--- config.mk ---
export PLATFORM = sky130hd
export DESIGN_NAME = simon_game_ctrl
export DESIGN_NICKNAME = d
export VERILOG_FILES = /design/src/rtl/simon_pkg.sv /design/src/rtl/simon_speed_sched.sv /design/src/rtl/simon_game_ctrl.sv
export SDC_FILE = /design/constraint.sdc
export NUM_CORES = 1
export LEC_CHECK = 0
export BUFFER_PORTS_ARGS = -buffer_cell sky130_fd_sc_hd__clkbuf_2
export CAP_MARGIN = 20
export CORE_MARGIN = 2
export CORE_UTILIZATION = 55
export CTS_CLUSTER_SIZE = 16
export DETAILED_ROUTE_END_ITERATION = 8
export MAX_ROUTING_LAYER = met4
export PLACE_DENSITY = 0.77
export SLEW_MARGIN = 20
export SYNTH_ARGS = -nofsm -noshare
export SYNTH_HDL_FRONTEND = slang
export SYNTH_SLANG_ARGS = --single-unit
--- constraint.sdc ---
create_clock -name clk -period 4.63 [get_ports clk]
set_clock_uncertainty 0.1 [all_clocks]
set_input_delay 0.463 -clock clk [delete_from_list [all_inputs] [get_ports clk]]
set_output_delay 0.463 -clock clk [all_outputs]
set_load 0.02 [all_outputs]
--- src/rtl/simon_pkg.sv ---
// Shared types and widths for the Simon Says game sequencer.
package simon_pkg;

    localparam int unsigned ROUND_W   = 6;
    localparam int unsigned SPEED_W   = 3;
    localparam int unsigned SPEED_MAX = 7;

    typedef enum logic [3:0] {
        IDLE,
        SEED,
        SETUP,
        REWIND,
        SHOW_ON,
        SHOW_OFF,
        P_REWIND,
        P_LOAD,
        PLAYER,
        CHECK,
        WIN,
        LOSE
    } state_t;

endpackage

--- src/rtl/simon_speed_sched.sv ---
// Flash speed scheduler: maps the finished round count to a saturated speed code.
module simon_speed_sched
    import simon_pkg::*;
#(
    parameter int unsigned SPEED_STEP = 4,
    parameter int unsigned INIT_SPEED = 0
) (
    input  logic               clk,
    input  logic               reset,
    input  logic               clear,
    input  logic               update,
    input  logic [ROUND_W-1:0] round_in,
    output logic [SPEED_W-1:0] speed
);

    logic [7:0] sum_c;

    // One speed step per SPEED_STEP completed rounds, on top of the base code
    assign sum_c = 8'(INIT_SPEED) + 8'(round_in) / 8'(SPEED_STEP);

    always_ff @(posedge clk or posedge reset) begin
        if (reset) begin
            speed <= SPEED_W'(INIT_SPEED);
        end else if (clear) begin
            speed <= SPEED_W'(INIT_SPEED);
        end else if (update) begin
            speed <= (sum_c > 8'(SPEED_MAX)) ? SPEED_W'(SPEED_MAX) : sum_c[SPEED_W-1:0];
        end
    end

endmodule

--- src/rtl/simon_game_ctrl.sv ---
// Simon Says game sequencer: seed capture, per-round replay, player entry, win/lose.
// Every output is registered from the next-state decode, so pulses coincide with state entry.
module simon_game_ctrl
    import simon_pkg::*;
#(
    parameter int unsigned MAX_ROUND      = 32,
    parameter int unsigned SPEED_STEP     = 4,
    parameter int unsigned INIT_SPEED     = 0,
    parameter int unsigned TIMEOUT_PULSES = 8
) (
    input  logic               clk,
    input  logic               reset,
    input  logic               go,
    input  logic               press_valid,
    input  logic               pulse,
    input  logic               result,
    output logic               start,
    output logic               load_colour,
    output logic               load_speed,
    output logic               rst_seedgen,
    output logic               player_turn,
    output logic               flash_clk,
    output logic [ROUND_W-1:0] check_round,
    output logic [SPEED_W-1:0] speed,
    output logic [ROUND_W-1:0] round,
    output logic               game_won,
    output logic               game_over
);

    localparam int unsigned TO_W = $clog2(TIMEOUT_PULSES + 1);

    state_t             state, state_nx;
    logic [ROUND_W-1:0] round_nx, check_round_nx, last_idx;
    logic [TO_W-1:0]    to_cnt, to_cnt_nx;
    logic               flash_nx, start_nx, load_colour_nx, load_speed_nx;
    logic               rst_seedgen_nx, player_turn_nx, game_won_nx, game_over_nx;
    logic               speed_clear, speed_update;

    assign last_idx = round - ROUND_W'(1);

    always_ff @(posedge clk or posedge reset) begin
        if (reset) state <= IDLE;
        else       state <= state_nx;
    end

    always_comb begin
        state_nx       = state;
        round_nx       = round;
        check_round_nx = check_round;
        to_cnt_nx      = to_cnt;
        flash_nx       = 1'b0;

        case (state)
            IDLE:     if (go) state_nx = SEED;
            SEED:     state_nx = SETUP;
            SETUP:    state_nx = REWIND;
            REWIND:   state_nx = SHOW_ON;
            SHOW_ON:  if (pulse) state_nx = SHOW_OFF;
            SHOW_OFF: begin
                if (pulse) begin
                    if (check_round == last_idx) begin
                        state_nx = P_REWIND;
                    end else begin
                        check_round_nx = check_round + ROUND_W'(1);
                        state_nx       = SHOW_ON;
                    end
                end
            end
            P_REWIND: state_nx = P_LOAD;
            P_LOAD:   state_nx = PLAYER;
            // A press in the same cycle as the final timeout pulse still counts
            PLAYER: begin
                if (press_valid) begin
                    state_nx = CHECK;
                end else if (pulse) begin
                    if (to_cnt == TO_W'(TIMEOUT_PULSES - 1)) state_nx = LOSE;
                    else                                     to_cnt_nx = to_cnt + TO_W'(1);
                end
            end
            CHECK: begin
                if (!result) begin
                    state_nx = LOSE;
                end else if (check_round != last_idx) begin
                    check_round_nx = check_round + ROUND_W'(1);
                    state_nx       = P_LOAD;
                end else if (round == ROUND_W'(MAX_ROUND)) begin
                    state_nx = WIN;
                end else begin
                    state_nx = SETUP;
                end
            end
            WIN, LOSE: begin
                if (go) state_nx = SEED;
                else    flash_nx = flash_clk ^ pulse;
            end
            default: state_nx = IDLE;
        endcase

        // Values that depend only on which state is being entered
        if (state_nx == SEED)  round_nx = '0;
        if (state_nx == SETUP) round_nx = round + ROUND_W'(1);
        if (state_nx == SEED || state_nx == REWIND || state_nx == P_REWIND) check_round_nx = '0;
        if (state_nx != PLAYER)  to_cnt_nx = '0;
        if (state_nx == SHOW_ON) flash_nx  = 1'b1;

        start_nx       = (state_nx == SEED);
        load_speed_nx  = (state_nx == REWIND);
        rst_seedgen_nx = (state_nx == REWIND) || (state_nx == P_REWIND);
        load_colour_nx = ((state_nx == SHOW_ON) && (state != SHOW_ON)) || (state_nx == P_LOAD);
        player_turn_nx = (state_nx == PLAYER);
        game_won_nx    = (state_nx == WIN);
        game_over_nx   = (state_nx == LOSE);
    end

    always_ff @(posedge clk or posedge reset) begin
        if (reset) begin
            round       <= '0;
            check_round <= '0;
            to_cnt      <= '0;
            flash_clk   <= 1'b0;
            start       <= 1'b0;
            load_colour <= 1'b0;
            load_speed  <= 1'b0;
            rst_seedgen <= 1'b0;
            player_turn <= 1'b0;
            game_won    <= 1'b0;
            game_over   <= 1'b0;
        end else begin
            round       <= round_nx;
            check_round <= check_round_nx;
            to_cnt      <= to_cnt_nx;
            flash_clk   <= flash_nx;
            start       <= start_nx;
            load_colour <= load_colour_nx;
            load_speed  <= load_speed_nx;
            rst_seedgen <= rst_seedgen_nx;
            player_turn <= player_turn_nx;
            game_won    <= game_won_nx;
            game_over   <= game_over_nx;
        end
    end

    // Speed is computed from the round being completed, landing for the REWIND load
    assign speed_clear  = (state_nx == SEED);
    assign speed_update = (state_nx == SETUP);

    simon_speed_sched #(
        .SPEED_STEP(SPEED_STEP),
        .INIT_SPEED(INIT_SPEED)
    ) u_speed_sched (
        .clk     (clk),
        .reset   (reset),
        .clear   (speed_clear),
        .update  (speed_update),
        .round_in(round),
        .speed   (speed)
    );

endmodule

==> impl_metrics.env, run 1 <==
export IMPL_grt_usage=0.231
export IMPL_final_fill_count=321
export IMPL_drc=0
export IMPL_critPathCaptureType="flop"
export IMPL_grt_max_degree=32
export IMPL_synthDominantCellAreaShare=0.370
export IMPL_powerDensity_mw_per_mm2=701
export IMPL_synth_top_flop_cell="dfrtp_1"
export IMPL_hp_class="input pin to asynchronous set/reset pin"
export IMPL_gp_congestion=0.945
export IMPL_area_growth_pct=10.1
export IMPL_drive_above_1_share=0.246
export IMPL_preCtsSetupSlack_ns=1.47
export IMPL_slew_headroom=0.597
export IMPL_dr_total_vias=1703
export IMPL_portBuffers=28
export IMPL_cts_sinks=31
export IMPL_fin_ws_ns=1.44
export IMPL_ios=29
export IMPL_postPlaceCellArea_sq_mm=0.00219
export IMPL_synth_seq_cells=31
export IMPL_clockRootBuffer="clkbuf_8"
export IMPL_met2_usage=0.362
export IMPL_start_util=0.572
export IMPL_drt_iter0_drc=92
export IMPL_fin_crit_sh=0.688
export IMPL_synth_area_top_cells="dfrtp_1, xor2_1, nor3_2"
export IMPL_grt_pass1_wl_mm=7.34
export IMPL_cts_tree="yes"
export IMPL_avgSynthCellArea_sq_um=9.53
export IMPL_ctsHtreeMaxLevel=2
export IMPL_yosys_warnings=0
export IMPL_syn_inst=220
export IMPL_cts_hold_fix_buffers=0
export IMPL_drt_total_wl_mm=4.36
export IMPL_clk_pin_slew_ns=0.07
export IMPL_antenna_found_initial=0
export IMPL_insertion_delay_ns=0.29
export IMPL_drt_pass1_iter_count=4
export IMPL_setup_viol=0
export IMPL_cap_violations=0
export IMPL_drv_slew=0
export IMPL_rsz0062_at_grt="false"
export IMPL_yosysTopAreaCell="dfrtp_1"
export IMPL_grt_pass1_vias=1595
export IMPL_vias_per_cell=5.83
export IMPL_met3_usage=0.0308
export IMPL_seq_area_frac_synth=0.370
export IMPL_dp_hpwl_mm=3.11
export IMPL_core_area_sq_mm=0.00366
export IMPL_tightest_slew_ns=0.600
export IMPL_worstPathRequired_ns=4.74
export IMPL_overflow=0
export IMPL_synth_edff_count=0
export IMPL_numCtsBuffers=5
export IMPL_cp_max_fo=18
export IMPL_met1_usage=0.306
export IMPL_antennaDiodeCount=0
export IMPL_top_usage_layer="met2"
export IMPL_syn_area_sq_mm=0.00210
export IMPL_wl_per_cell_um=14.9
export IMPL_die_area_sq_mm=0.00432
export IMPL_stdcell_area_sq_mm=0.00231
export IMPL_finalNetCount=254
export IMPL_syn_num_nets=231
export IMPL_clock_fmax_ghz=0.314
export IMPL_vdd_drop_max_mv=0.476
export IMPL_worst_setup_path_type="flop to flop"
export IMPL_fin_tns_setup_ns=0
export IMPL_row_count=22
export IMPL_worstPathArrival_ns=3.30
export IMPL_p_leak_nw=1.09
export IMPL_critPathLaunchType="flop"
export IMPL_antenna_left=0
export IMPL_cts_setup_buffers=0
export IMPL_clk_path_buf_depth=2
export IMPL_cts_resized=0
export IMPL_period_minus_slack_ns=3.19
export IMPL_die_width_um=65.7
export IMPL_async_reset_ff_frac=1.00
export IMPL_outcome="complete, no violations"
export IMPL_holdWs_ns=0.122
export IMPL_yosys_cell_types_count=53
export IMPL_hold_viol=0
export IMPL_fp_dieH_um=65.7
[cell families (layout without fill, tap and decap cells)]
logic type / count (synthesis) / count (layout) / synth area share
DFF: 31 / 31 / 0.370
adders and majority gates: 5 / 5 / 0.0299
xor gates and xnor gates: 15 / 15 / 0.0627
and+or+nand+nor: 87 / 87 / 0.245
buffers and inverters: 28 / 52 / 0.0830
muxes: 5 / 5 / 0.0245
AOI/OAI and AO/OA: 49 / 49 / 0.185
[through the flow]
stage          utilization  cells  power [mW]
2_1_floorplan            -    220        1.24
3_3_place_gp         0.598    284        1.32
3_5_place_dp         0.598    284        1.34
4_1_cts              0.631    292        1.62
5_1_grt              0.631    292        1.73
6_report             0.631    292        1.62
[critical path: stages, from the launching register on]
cell	delay, ns
dfrtp_1	0.46
inv_1	0.16
ha_1	0.23
and2_1	0.18
o21a_1	0.18
o31a_1	0.33
o21ai_1	0.14
and2_1	0.49
inv_2	0.26
or3_4	0.47
nor2_1	0.11
[state kept, by name, indices dropped and copies added, names as in the netlist]
register / flops
round: 6
player_turn: 1
u_speed_sched.speed: 3
state: 4
check_round: 6
game_won: 1
to_cnt: 4
rst_seedgen: 1
load_speed: 1
load_colour: 1
start: 1
flash_clk: 1
game_over: 1
[layout by cell type, fill, tap and decap left out, types with 7 or more instances in the layout]
cell type  Yosys  routed
nand3_1       12      12
inv_1         13      13
nor3_2         7       7
clkbuf_2       0      28
nand4_1        8       8
nor2_1        18      18
xor2_1         9       9
nand2_1       13      13
a21oi_1       10      10
dfrtp_1       31      31
[where the power goes]
group	switching, mW	internal (mW)
registers	0.111	0.343
clock network	0.100	0.174
logic	0.594	0.295
total	0.805	0.812
[metal layers]
layer / part of all wire / wire (um)
met1: 0.46 / 2010
met2: 0.48 / 2100
met3: 0.041 / 179
met4: 0.016 / 68
met5: 0 / 0
[worst paths after layout]
path | start | end | slack (ns) | cells past startpoint
max | round[0] | to_cnt[2] | 1.44 | 10
min | reset | round[5] | 0.12 | 3
max reg2reg | round[0] | to_cnt[2] | 1.44 | 10
min reg2reg | u_speed_sched.speed[0] | u_speed_sched.speed[0] | 0.44 | 1
max in group asynchronous | reset | rst_seedgen | 4.02 | 3
min in group clk | u_speed_sched.speed[0] | u_speed_sched.speed[0] | 0.44 | 1
[Yosys cell counts (all sizes together), types with 4 or more instances]
library cell,instances
and3,4
xor2,9
dfrtp,31
o211ai,7
ha,5
nand3,12
buf,13
inv,14
nand4,8
o21ai,6
a211oi,6
nand2,13
a21oi,11
nor3,13
mux2i,4
nor2,19
xnor2,6
[area by class of cell]
class,instances,area [sq um],area share
inverter,15,61.3,0.0266
tap,48,60.1,0.0260
multi-input combinational,161,1150,0.496
sequential,31,776,0.336
timing repair buffer,29,148,0.0640
clock inverter,2,35.0,0.0152
clock buffer,6,82.6,0.0358
(Power assumes the default switching activity.)
==> run 2: changes to the inputs <==
--- a/config.mk
+++ b/config.mk
@@ -8,11 +8,11 @@
 export BUFFER_PORTS_ARGS = -buffer_cell sky130_fd_sc_hd__clkbuf_2
 export CAP_MARGIN = 20
 export CORE_MARGIN = 2
-export CORE_UTILIZATION = 55
+export CORE_UTILIZATION = 52
 export CTS_CLUSTER_SIZE = 16
 export DETAILED_ROUTE_END_ITERATION = 8
 export MAX_ROUTING_LAYER = met4
-export PLACE_DENSITY = 0.77
+export PLACE_DENSITY = 0.76
 export SLEW_MARGIN = 20
 export SYNTH_ARGS = -nofsm -noshare
 export SYNTH_HDL_FRONTEND = slang
==> constraint.sdc (replaced) <==
create_clock -name clk -period 2.7 [get_ports clk]
set_clock_uncertainty 0.1 [all_clocks]
set_input_delay 0.27 -clock clk [delete_from_list [all_inputs] [get_ports clk]]
set_output_delay 0.27 -clock clk [all_outputs]
set_load 0.02 [all_outputs]
==> run 2 against run 1 <==
Count of clock-buffer cells in the layout stayed put. Utilization grew 0.48 points. Final cell count is 6.8% higher. Worst setup slack got worse by 1.4 ns. Sequential share of layout area down 2.6 points. Maximum frequency is 22% higher. Power is 96% higher. Register-to-register slack worse by 1.4 ns. Critical path depth shrank 1. Global-route usage is 0.11 points higher. First-iteration DRC count is 34% higher. Die area increased by 5.4%. Critical endpoint is now to_cnt[3]. Largest cell class unchanged.
==> impl_metrics.env, run 2 (synthesized netlist as in run 1, its figures left out) <==
export IMPL_outcome="complete, no violations"
export IMPL_ctsHtreeMaxLevel=2
export IMPL_drc=0
export IMPL_min_to="flash_clk"
export IMPL_die_area_sq_mm=0.00455
export IMPL_cts_tree="yes"
export IMPL_hp_class="input pin to flop"
export IMPL_clk_path_buf_depth=2
export IMPL_grt_usage=0.232
export IMPL_drive_above_1_share=0.317
export IMPL_final_fill_count=313
export IMPL_finalNetCount=272
export IMPL_drt_pass1_iter_count=4
export IMPL_seq_area_sq_um=777
export IMPL_die_width_um=67.5
export IMPL_tightest_slew_ns=0.415
export IMPL_grt_pass1_wl_mm=7.63
export IMPL_worst_setup_path_type="flop to flop"
export IMPL_grt_max_degree=32
export IMPL_met2_usage=0.353
export IMPL_top_usage_layer="met2"
export IMPL_final_common_cell="dfrtp_1"
export IMPL_dp_hpwl_mm=3.37
export IMPL_rr_endpoint="to_cnt[3]"
export IMPL_hp_start="go"
export IMPL_worstPathArrival_ns=2.74
export IMPL_antennaDiodeCount=0
export IMPL_drv_slew=0
export IMPL_fin_crit_sh=0.971
export IMPL_antenna_left=0
export IMPL_final_cell_mix="dfrtp_1, clkbuf_2, nor2_1, buf_4, nand2_1"
export IMPL_critPathCaptureType="flop"
export IMPL_min_path_cells=4
export IMPL_clockRootBuffer="clkbuf_8"
export IMPL_numCtsBuffers=5
export IMPL_cap_violations=0
export IMPL_vdd_drop_max_mv=0.758
export IMPL_drt_total_wl_mm=4.89
export IMPL_start_util=0.532
export IMPL_grt_pass1_vias=1671
export IMPL_r2r_cells=9
export IMPL_period_minus_slack_ns=2.62
export IMPL_gp_congestion=0.886
export IMPL_antenna_found_initial=0
export IMPL_p_leak_nw=1.18
export IMPL_fin_tns_setup_ns=0
export IMPL_multi_input_area_sq_mm=0.00119
export IMPL_fp_dieH_um=67.5
export IMPL_stdcell_area_sq_mm=0.00250
export IMPL_reg_top3="check_round x6, round x6"
export IMPL_insertion_delay_ns=0.29
export IMPL_area_growth_pct=19.5
export IMPL_dr_total_vias=1832
export IMPL_clk_pin_slew_ns=0.07
export IMPL_total_power_mw=3.17
export IMPL_worstPathRequired_ns=2.82
export IMPL_wl_per_cell_um=15.7
export IMPL_overflow=0
export IMPL_critPathLaunchType="flop"
export IMPL_setup_viol=0
export IMPL_clock_fmax_ghz=0.381
export IMPL_met1_usage=0.294
export IMPL_ios=29
export IMPL_hold_viol=0
export IMPL_cp_max_fo=7
export IMPL_core_area_sq_mm=0.00394
export IMPL_drt_iter0_drc=123
export IMPL_postPlaceCellArea_sq_mm=0.00228
export IMPL_row_count=23
export IMPL_met3_usage=0.0550
export IMPL_vias_per_cell=5.87
export IMPL_slew_headroom=0.722
export IMPL_cts_sinks=31
export IMPL_powerDensity_mw_per_mm2=1270
export IMPL_r2r_slack_ns=0.08
export IMPL_portBuffers=28
export IMPL_reg2reg_from="round[1]"
[run 2: timing repair]
action	in CTS	in global routing
hold endpoints to repair	31	0
resized for setup	0	10
pin swaps	1	4
endpoints found under the setup margin	2	19
setup buffers	2	4
hold buffers	1	0
[run 2: where the power goes]
part	switching, mW	internal [mW]
Sequential	0.162	0.589
Combinational	1.19	0.752
Clock	0.180	0.298
[run 2: layout make-up]
class                   count  share of cell area
inverters                  15              0.0255
well taps                  50              0.0250
repair buffers             47               0.119
multi-input cells         161               0.474
clock buffers               6              0.0330
clock inverters             2              0.0140
flip-flops and latches     31               0.310
[run 2: how the worst max path moves through the flow]
stage	start	to	slack, ns	depth (start not counted)
finish	round[1]	to_cnt[3]	0.08	9
global route	round[1]	check_round[4]	-0.01	12
CTS	round[1]	u_speed_sched.speed[1]	0.006	9
detailed placement	round[0]	u_speed_sched.speed[2]	0.06	10
global placement	round[0]	u_speed_sched.speed[1]	0.09	10
floorplan	round[1]	u_speed_sched.speed[1]	0.02	9
[run 2: critical path, stage by stage, from the launching register on]
cell	delay, ns
dfrtp_1	0.37
inv_2	0.07
ha_1	0.19
and2_1	0.19
o21a_1	0.20
o31a_1	0.36
or3_4	0.41
and2_4	0.17
or3_4	0.36
nor2_1	0.12
[run 2: per-stage QoR]
step	instances	hold slack [ns]	worst slack, ns	util
finish	312	0.261	0.0780	0.635
detailed placement	297	0.250	0.0618	0.578
global placement	297	0.250	0.0902	0.578
CTS	308	0.254	0.00603	0.614
global route	312	0.279	-0.0127	0.635
floorplan	220	0.273	0.0186	-
[run 2: metal layers]
metal	vias up	share of wire
met5	-	0
met4	0	0.024
met3	14	0.056
met2	67	0.50
met1	874	0.42
li1	877	-
